## config.mk

```make
export PLATFORM = sky130hd
export DESIGN_NAME = stress_act_ctrl
export DESIGN_NICKNAME = d
export VERILOG_FILES = /design/src/rtl/stress_pkg.sv /design/src/rtl/stress_rate_gen.sv /design/src/rtl/stress_act_ctrl.sv
export SDC_FILE = /design/constraint.sdc
export NUM_CORES = 1
export LEC_CHECK = 0
export CAP_MARGIN = 10
export CELL_PAD_IN_SITES_DETAIL_PLACEMENT = 1
export CELL_PAD_IN_SITES_GLOBAL_PLACEMENT = 1
export CORE_MARGIN = 2
export CORE_UTILIZATION = 48
export CTS_CLUSTER_SIZE = 12
export DETAILED_ROUTE_END_ITERATION = 12
export GPL_TIMING_DRIVEN = 0
export HOLD_SLACK_MARGIN = 0.05
export PLACE_DENSITY = 0.93
export REMOVE_ABC_BUFFERS = 1
export SLEW_MARGIN = 20
export SYNTH_ARGS = -nofsm -noshare
export SYNTH_HDL_FRONTEND = slang
export SYNTH_SLANG_ARGS = --single-unit
```

## constraint.sdc

```tcl
create_clock -name clk -period 6.4 [get_ports clk]
set_input_delay 1.28 -clock clk [delete_from_list [all_inputs] [get_ports clk]]
set_output_delay 1.28 -clock clk [all_outputs]
set_load 0.05 [all_outputs]
```

## src/rtl/stress_pkg.sv

```systemverilog
// Shared types and constants for the stress activity controller.
package stress_pkg;

   typedef enum logic [1:0] {
      IDLE      = 2'd0,
      RAMP_UP   = 2'd1,
      RUN       = 2'd2,
      RAMP_DOWN = 2'd3
   } state_e;

   localparam logic [6:0]  RATE_MAX  = 7'd100;
   localparam logic [31:0] MISR_POLY = 32'h04C11DB7;

   // Rates above 100 % behave as 100 %.
   function automatic logic [6:0] clamp_rate(input logic [6:0] rate);
      return (rate > RATE_MAX) ? RATE_MAX : rate;
   endfunction

endpackage

```

## src/rtl/stress_rate_gen.sv

```systemverilog
// One channel of exact-rate toggle generation: a modulo-100 phase accumulator
// whose carry, gated by the channel enable, is registered as the toggle strobe.
module stress_rate_gen
   import stress_pkg::*;
#(
   parameter logic [6:0] PHASE = 7'd0
) (
   input  logic       clk,
   input  logic       rst_n,
   input  logic       preload,
   input  logic       en,
   input  logic [6:0] rate,
   output logic       pulse_o
);

   logic [6:0] acc_q, acc_d;
   logic       pulse_q, pulse_d;
   logic [7:0] sum;
   logic [7:0] wrapped;

   // NOTE: every variable written here gets a default first, so no path can leave it unassigned and infer a latch.
   always_comb begin
      sum     = {1'b0, acc_q} + {1'b0, rate};
      wrapped = sum - {1'b0, RATE_MAX};
      acc_d   = sum[6:0];
      pulse_d = 1'b0;
      if (sum >= {1'b0, RATE_MAX}) begin
         acc_d   = wrapped[6:0];
         pulse_d = en;
      end
      if (preload) begin
         acc_d = PHASE;
      end
   end

   // NOTE: sequential state uses non-blocking assignments so every flop samples pre-edge values.
   always_ff @(posedge clk or negedge rst_n) begin
      if (!rst_n) begin
         acc_q   <= 7'd0;
         pulse_q <= 1'b0;
      end else begin
         acc_q   <= acc_d;
         pulse_q <= pulse_d;
      end
   end

   assign pulse_o = pulse_q;

endmodule

```

## src/rtl/stress_act_ctrl.sv

```systemverilog
// Multi-channel stress activity controller: timed soft-start/soft-stop of channel
// enables, exact-rate toggle strobes and result compaction. STRESS_ACT_MISR_EN
// selects a MISR signature; otherwise the signature is a saturating parity counter.
module stress_act_ctrl
   import stress_pkg::*;
#(
   parameter int NUM_CH      = 4,
   parameter int RAMP_CYCLES = 1024,
   parameter int SIG_W       = 32
) (
   input  logic              clk,
   input  logic              rst_n,
   input  logic              start,
   input  logic [6:0]        toggle_rate,
   input  logic [NUM_CH-1:0] ch_mask,
   input  logic [NUM_CH-1:0] ch_din,
   output logic [NUM_CH-1:0] ch_en,
   output logic [NUM_CH-1:0] ch_toggle,
   output logic              busy,
   output logic              ramp_done,
   output logic [SIG_W-1:0]  signature
);

   localparam int PTR_W = (NUM_CH > 1) ? $clog2(NUM_CH) : 1;
   localparam int CNT_W = (RAMP_CYCLES > 1) ? $clog2(RAMP_CYCLES) : 1;
   localparam logic [PTR_W-1:0] PTR_LAST = PTR_W'(NUM_CH - 1);
   localparam logic [PTR_W-1:0] PTR_ONE  = PTR_W'(1);
   localparam logic [CNT_W-1:0] CNT_LAST = CNT_W'(RAMP_CYCLES - 1);
   localparam logic [CNT_W-1:0] CNT_ONE  = CNT_W'(1);

   state_e            state_q, state_d;
   logic [PTR_W-1:0]  ptr_q, ptr_d;
   logic [CNT_W-1:0]  ramp_cnt_q, ramp_cnt_d;
   logic [NUM_CH-1:0] mask_q, mask_d;
   logic [NUM_CH-1:0] ch_en_q, ch_en_d;
   logic [SIG_W-1:0]  sig_q, sig_d;
   logic [NUM_CH-1:0] din_masked;
   logic [6:0]        rate_eff;
   logic              step;
   logic              entry;

   assign step       = (ramp_cnt_q == CNT_LAST);
   assign entry      = (state_q == IDLE) && start;
   assign din_masked = ch_din & ch_en_q;
   assign rate_eff   = clamp_rate(toggle_rate);

   always_ff @(posedge clk or negedge rst_n) begin
      if (!rst_n) begin
         state_q    <= IDLE;
         ptr_q      <= '0;
         ramp_cnt_q <= '0;
         mask_q     <= '0;
         ch_en_q    <= '0;
         sig_q      <= '0;
      end else begin
         state_q    <= state_d;
         ptr_q      <= ptr_d;
         ramp_cnt_q <= ramp_cnt_d;
         mask_q     <= mask_d;
         ch_en_q    <= ch_en_d;
         sig_q      <= sig_d;
      end
   end

   always_comb begin
      state_d = state_q;
      unique case (state_q)
         IDLE:      if (start) state_d = RAMP_UP;
         RAMP_UP: begin
            if (!start)                       state_d = (ptr_q == '0) ? IDLE : RAMP_DOWN;
            else if (step && ptr_q == PTR_LAST) state_d = RUN;
         end
         RUN:       if (!start) state_d = RAMP_DOWN;
         RAMP_DOWN: if (step && ptr_q == '0) state_d = IDLE;
         default:   state_d = IDLE;
      endcase
   end

   always_comb begin
      ptr_d      = ptr_q;
      ramp_cnt_d = ramp_cnt_q;
      mask_d     = mask_q;
      ch_en_d    = ch_en_q;
      sig_d      = sig_q;
      unique case (state_q)
         IDLE: begin
            if (start) begin
               mask_d     = ch_mask;
               ptr_d      = '0;
               ramp_cnt_d = '0;
               sig_d      = '0;
            end
         end
         RAMP_UP: begin
            if (!start) begin
               // Back off from the last channel that actually got its slot.
               if (ptr_q != '0) ptr_d = ptr_q - PTR_ONE;
               ramp_cnt_d = '0;
            end else if (step) begin
               ch_en_d[ptr_q] = mask_q[ptr_q];
               ramp_cnt_d     = '0;
               if (ptr_q != PTR_LAST) ptr_d = ptr_q + PTR_ONE;
            end else begin
               ramp_cnt_d = ramp_cnt_q + CNT_ONE;
            end
         end
         RUN: begin
`ifdef STRESS_ACT_MISR_EN
            sig_d = {sig_q[SIG_W-2:0], 1'b0} ^ (sig_q[SIG_W-1] ? SIG_W'(MISR_POLY) : '0)
                    ^ SIG_W'(din_masked);
`else
            if ((^din_masked) && (sig_q != '1)) sig_d = sig_q + SIG_W'(1);
`endif
            if (!start) begin
               ptr_d      = PTR_LAST;
               ramp_cnt_d = '0;
            end
         end
         RAMP_DOWN: begin
            if (step) begin
               ch_en_d[ptr_q] = 1'b0;
               ramp_cnt_d     = '0;
               if (ptr_q != '0) ptr_d = ptr_q - PTR_ONE;
            end else begin
               ramp_cnt_d = ramp_cnt_q + CNT_ONE;
            end
         end
         default: ;
      endcase
   end

   always_comb begin
      busy      = (state_q != IDLE);
      ramp_done = (state_q == RUN);
   end

   // Phases are spread evenly so channels do not toggle in lockstep.
   for (genvar i = 0; i < NUM_CH; i++) begin : g_rate
      localparam logic [6:0] PH = 7'((i * 100) / NUM_CH);
      stress_rate_gen #(
         .PHASE(PH)
      ) u_rate (
         .clk     (clk),
         .rst_n   (rst_n),
         .preload (entry),
         .en      (ch_en_q[i]),
         .rate    (rate_eff),
         .pulse_o (ch_toggle[i])
      );
   end

   assign ch_en     = ch_en_q;
   assign signature = sig_q;

endmodule
```

# --- After elaboration in Yosys (flattened, before gate mapping) ---
# Cells that the tools add are included.
# W data, S select, Z words.
totals:
  regBits: 86
  in_bits: 18
  out_inout_bits: 42
  wordCells: 115
classes:
  n_addsub: 12
  n_lt_le_gt_ge: 7
  eq_ne: 17
  muxes: 44
  bitwise: 3
  reduce_logical: 18
ops:
  columns: ["cell", "n"]
  rows:
  - ["$mux W32", 2]
  - ["$pmux W32 S2", 1]
  - ["$mux W7", 9]
  - ["$mux W10", 4]
  - ["$pmux W10 S4", 1]
  - ["$add A32 B1 Y32 const B", 1]
  - ["$add A7 B7 Y8", 4]
  - ["$ge A8 B7 Y1 const B", 4]
  - ["$ne A32 B32 Y1 const B", 1]
  - ["$sub A7 B7 Y7 const B", 4]
  - ["$mux W2", 12]
  - ["$pmux W2 S4", 2]
  - ["$ne A2 B2 Y1 const B", 7]
  - ["$mux W4", 3]
  - ["$add A10 B1 Y10 const B", 1]
  - ["$eq A10 B10 Y1 const B", 1]
  - ["$ne A3 B3 Y1 const B", 3]
  - ["$and A4 B4 Y4", 2]
  - ["$pmux W4 S2", 1]
  - ["$reduce_and A4 Y1", 2]
  - ["$reduce_bool A2 Y1", 4]
  - ["$gt A7 B7 Y1 const B", 1]
  - ["$eq A2 B2 Y1 const B", 3]
  - ["$mux W1", 6]
  - ["other kinds (16)", 22]

# --- Depth between registers and ports, before layout ---
logic_depth:
  word_depth: 8
  depth_mapped: 15
  depth_no_buf: 14

# --- Modules after synthesis ---
# From an unflattened synthesis, not the netlist that was laid out.
hier_totals:
  cells_unflattened: 685
  area_unflattened_um2: 6239.7
modules_own_cells:
  columns: ["module", "n_inst", "cells_per_inst", "area_per_inst_um2", "seq_area_each_um2"]
  rows:
  - ["stress_act_ctrl", 1, 342, 3054.2, 1351.3]
  - ["stress_rate_gen at g_rate[3].u_rate", 1, 89, 833.3, 200.2]
  - ["stress_rate_gen at g_rate[2].u_rate", 1, 91, 824.5, 200.2]
  - ["stress_rate_gen at g_rate[1].u_rate", 1, 83, 792.0, 200.2]
  - ["stress_rate_gen at g_rate[0].u_rate", 1, 80, 735.7, 200.2]

# --- Least setup slack after synthesis ---
# Ideal clock, no wire load.
synth_timing:
  kind: "in2reg"
  startpoint: "input port toggle_rate[5]"
  endpoint: "register g_rate[0].u_rate.acc_q[4]"
  setup_time_ps: 79
  t_arrival_ps: 4098
  t_required_ps: 6321
  path_slack_ps: 2223
  stages: 15
  n_path_buf: 2
  path_cell_list: "buf_2 -> o211ai_1 -> nand2b_1 -> ha_1 -> clkbuf_1 -> nand2_1 -> or4_1 -> nand3_2 -> xnor2_1 -> inv_1 -> ha_1 -> or3b_2 -> nand3b_1 -> a41o_1 -> mux2i_1"
synth_via:
  elab_chain_cells: 6
  word_cells_on_any_way: 7
  classes_between: "add/sub: 2; order compare: 2; mux: 3"
synth_lines:
  columns: ["element", "line", "text"]
  rows:
  - ["from (decl)", "stress_act_ctrl.sv:14", "input logic [6:0] toggle_rate,"]
  - ["$gt A7 B7 Y1", "stress_pkg.sv:16", "return (rate > RATE_MAX) ? RATE_MAX : rate;"]
  - ["$mux W7 *", "stress_pkg.sv:16", null]
  - ["$add A7 B7 Y8 *", "stress_rate_gen.sv:23", "sum = {1'b0, acc_q} + {1'b0, rate};"]
  - ["$sub A7 B7 Y7 / $ge A8 B7 Y1 (equally long branches)", "stress_rate_gen.sv:24, stress_rate_gen.sv:27", null]
  - ["$mux W7 *", "stress_rate_gen.sv:27", "if (sum >= {1'b0, RATE_MAX}) begin"]
  - ["$mux W7 *", "stress_rate_gen.sv:31", "if (preload) begin"]
  - ["net g_rate[0].u_rate.acc_d[4]", "stress_rate_gen.sv:16", "logic [6:0] acc_q, acc_d;"]
  - ["to (signal assigned)", "stress_rate_gen.sv:39", "acc_q <= 7'd0;"]
  - ["to (signal assigned)", "stress_rate_gen.sv:42", "acc_q <= acc_d;"]
  - ["to (decl)", "stress_rate_gen.sv:16", null]
# Mark *: on every way through the listed nets, which the timed path passes. The rest lies on a longest branch.
# A chain may end at the register's enable or synchronous reset.

# --- Worst setup path in the final report ---
layout_timing:
  startpoint: "input port toggle_rate[6]"
  endpoint: "register g_rate[0].u_rate.pulse_q"
layout_via:
  elab_chain_cells: 5
layout_lines:
  columns: ["element", "line", "text"]
  rows:
  - ["$gt A7 B7 Y1", "stress_pkg.sv:16", null]
  - ["$mux W7 *", "stress_pkg.sv:16", null]
  - ["$add A7 B7 Y8 *", "stress_rate_gen.sv:23", null]
  - ["$ge A8 B7 Y1 *", "stress_rate_gen.sv:27", null]
  - ["$mux W1 *", "stress_rate_gen.sv:27", null]
  - ["net g_rate[0].u_rate.pulse_d", "stress_rate_gen.sv:17", "logic pulse_q, pulse_d;"]
  - ["to (signal assigned)", "stress_rate_gen.sv:43", "pulse_q <= pulse_d;"]
  - ["to (decl)", "stress_rate_gen.sv:17", null]
# Marks and branches as above.

==> out/metrics.cfg <==
[logic_synthesis]
syn_inst = 724
post_synth.cell_area_avg_um2 = 8.719
ys.flop_type = dfrtp_1
yosys_warnings = 0
seq_area_frac_synth_pct = 34.09
yosysTopAreaCell = dfrtp_1
synth-seq-cells = 86
synth_edf_count = 0
yosys-top-cells-area = dfrtp_1, ha_1, xnor2_1, nand2_1, nor2_1
synth_top_area_share_pct = 34.09
async_flop_share_pct = 100.0
syn_area_um2 = 6312
yosysUniqueCellTypes = 74

[sta]
setup_violations = 0
finalHoldViolations = 0
hold_slack_ns = 0.4873
worstMarginPinSlew_ns = 0.9505
clock_skew_ns = 0.007201
fin_crit_sh_pct = 81.62
timing.fmax_mhz = 191.4
finalSetupTns_ns = 0
fin_crit_ns = 5.224
grt_setup_unrepaired = false
drv_slew = 0
maxSlewHeadroom_pct = 36.50

[die]
io_pins = 60
die_y_um = 118.7
start_util_pct = 49.62
chipWidth_um = 118.7
rows = 41
core_um2 = 12720
die_area_um2 = 14080

[clock_tree]
clockBufferDepth = 2
cts_setup_buffers = 0
clk-insertion-delay-late_ns = 0.35
clk_pin_slew_ns = 0.06
cts_buffers = 9
ctsHoldBuffers = 0
htreeDepth = 3
clkSinkCount = 86
cts_tree = done
cts_resized = 0
root_buffer = clkbuf_16

[global_routing]
grt_pass1_wl_um = 31120
gr-total-overflow = 0
antenna_found_initial = 0
grt_start_max_net_pins = 55
grt_pass1_vias = 6269
grt.total_usage_pct = 27.22

[finish]
fin_nets = 815
finalNonFillerCells = 933
area_growth_pct = 15.28
final.fill_count = 1528
diodes = 0
final_layout_size_suffix_gt1_share_pct = 7.359

[critical_path]
crit_required_ns = 6.64
cp_max_fo = 11
slowest_delay_ns = 0.83
critPathLaunchType = input pin
reg2reg_depth = 7
crit_chain = clkdlybuf4s50_1 > o211ai_1 > nand2b_1 > ha_1 > nand2_1 > or4_1 > nand3_2 > xnor2_1 > inv_1 > ha_1 > or3b_2 > nand3b_1 > a31oi_2 > nor2b_1
cp_common_cell = ha_1
worst_setup_path_end_kind = register
critPathKind = in -> reg
slowest_stage = clkdlybuf4s50_1
cp.arrival_ns = 5.47

[power]
p_leak_nw = 3.019
ir_drop_uv = 169.5
powerDensity_nw_per_um2 = 433.7

[placed_design]
port_buffers = 59
dp_cells = 919
place_congestion = 0.8476
hpwl_um = 13220

[drt]
via_per_inst = 6.140
drc = 0
wl_um = 18620
ant_nets = 0
num_vias = 5729
wl_per_cell_um = 19.95
drt-initial-drc-count = 224
drt_first_pass_iters = 4

[status]
status = completed

[hold_path]
hold_class = reg -> reg
hold_depth = 2

[job]
drv_cap = 0

where the power goes:
group	leakage, nW	switching [mW]	internal, mW
sequential	1.11	0.130	0.694
combinational	1.78	1.08	0.766
clock	0.126	0.220	0.268
Yosys cell counts (13+ instances only):
master,number
a21oi_1,36
xnor2_1,40
nand2b_1,18
ha_1,39
or3_1,13
and2_1,13
nand3_1,24
nor3_1,15
nand2_1,78
o21ai_0,35
nor2_1,60
inv_1,21
dfrtp_1,86
mux2i_1,13
clkbuf_1,25
area by class of cell:
| class | instances | area [µm²] | area share (%) |
|---|---|---|---|
| timing repair buffer | 62 | 643.1 | 8.838 |
| sequential | 86 | 2152 | 29.57 |
| clock buffer | 10 | 239.0 | 3.284 |
| clock inverter | 4 | 25.02 | 0.3439 |
| tap | 172 | 215.2 | 2.957 |
| multi-input combinational | 578 | 3924 | 53.92 |
| inverter | 21 | 78.83 | 1.083 |
placed cells by master, fill, tap and decap left out, types with 11 or more instances in the layout:
cell type	netlist	layout
nor3_1	15	14
nor2b_1	11	11
o21ai_0	35	35
nor2_1	60	59
nand3_1	24	24
and2_1	13	13
a21oi_1	36	36
inv_1	21	21
nor4_1	11	11
xnor2_1	40	40
or3_1	13	13
nand2b_1	18	18
ha_1	39	39
nand2_1	78	78
mux2i_1	13	13
dfrtp_1	86	86
clkdlybuf4s50_1	0	58
path summary, 6_finish.rpt:
check,to,from,slack (ns)
worst max register to register,signature[20],ch_en[1],3.10
min in group asynchronous,signature[28],rst_n,0.88
worst min-delay path,mask_q[2],mask_q[2],0.49
worst max-delay path,g_rate[0].u_rate.pulse_o,toggle_rate[6],1.18
worst min register to register,mask_q[2],mask_q[2],0.49
max in group asynchronous,mask_q[2],rst_n,4.88
stage by stage:
step	util (%)	worst slack [ns]	area, µm²	total power [mW]
2_1_floorplan	-	2.387	6130	2.178
5_1_grt	57.20	0.9808	7277	3.426
6_report	57.20	1.176	7277	3.156
3_5_place_dp	55.03	0.9262	7000	2.631
4_1_cts	57.10	1.259	7264	3.151
3_3_place_gp	54.51	0.3104	6935	2.438
sequential cells by signal (all words and copies together) (netlist names), named ones only:
| name | cells |
|---|---|
| ch_en | 4 |
| g_rate.u_rate.acc_q | 28 |
| g_rate.u_rate.pulse_o | 4 |
| mask_q | 4 |
| ptr_q | 2 |
| ramp_cnt_q | 10 |
| signature | 32 |
| state_q | 1 |
worst max-delay path, delay by kind of cell:
kind / cells / cell delay [ns]
AO/OA/AOI/OAI: 2 / 0.46
adder cells (fa/ha/maj): 2 / 0.69
AND/OR/NAND/NOR: 7 / 1.91
buffers and inverters: 2 / 0.95
XOR/XNOR: 1 / 0.16
kinds of logic (layout without fill, tap and decap cells):
kind of cell | after synthesis | count (layout) | synth area share (%)
muxes | 18 | 18 | 3.132
AOI/OAI and AO/OA | 173 | 173 | 19.74
DFF | 86 | 86 | 34.09
and+or+nand+nor | 298 | 298 | 24.20
adders and majority gates | 40 | 40 | 7.889
xor gates and xnor gates | 49 | 49 | 6.799
buffers and inverters | 60 | 97 | 4.143
layer usage:
layer	vias to the layer above	wire length [µm]	GRT usage, %
met5	-	0	0
met4	0	423	11.16
met3	28	659	4.344
met2	110	9834	49.71
met1	2895	7699	31.44
li1	2696	-	-
Note: power is estimated with default switching activity, not from simulation.
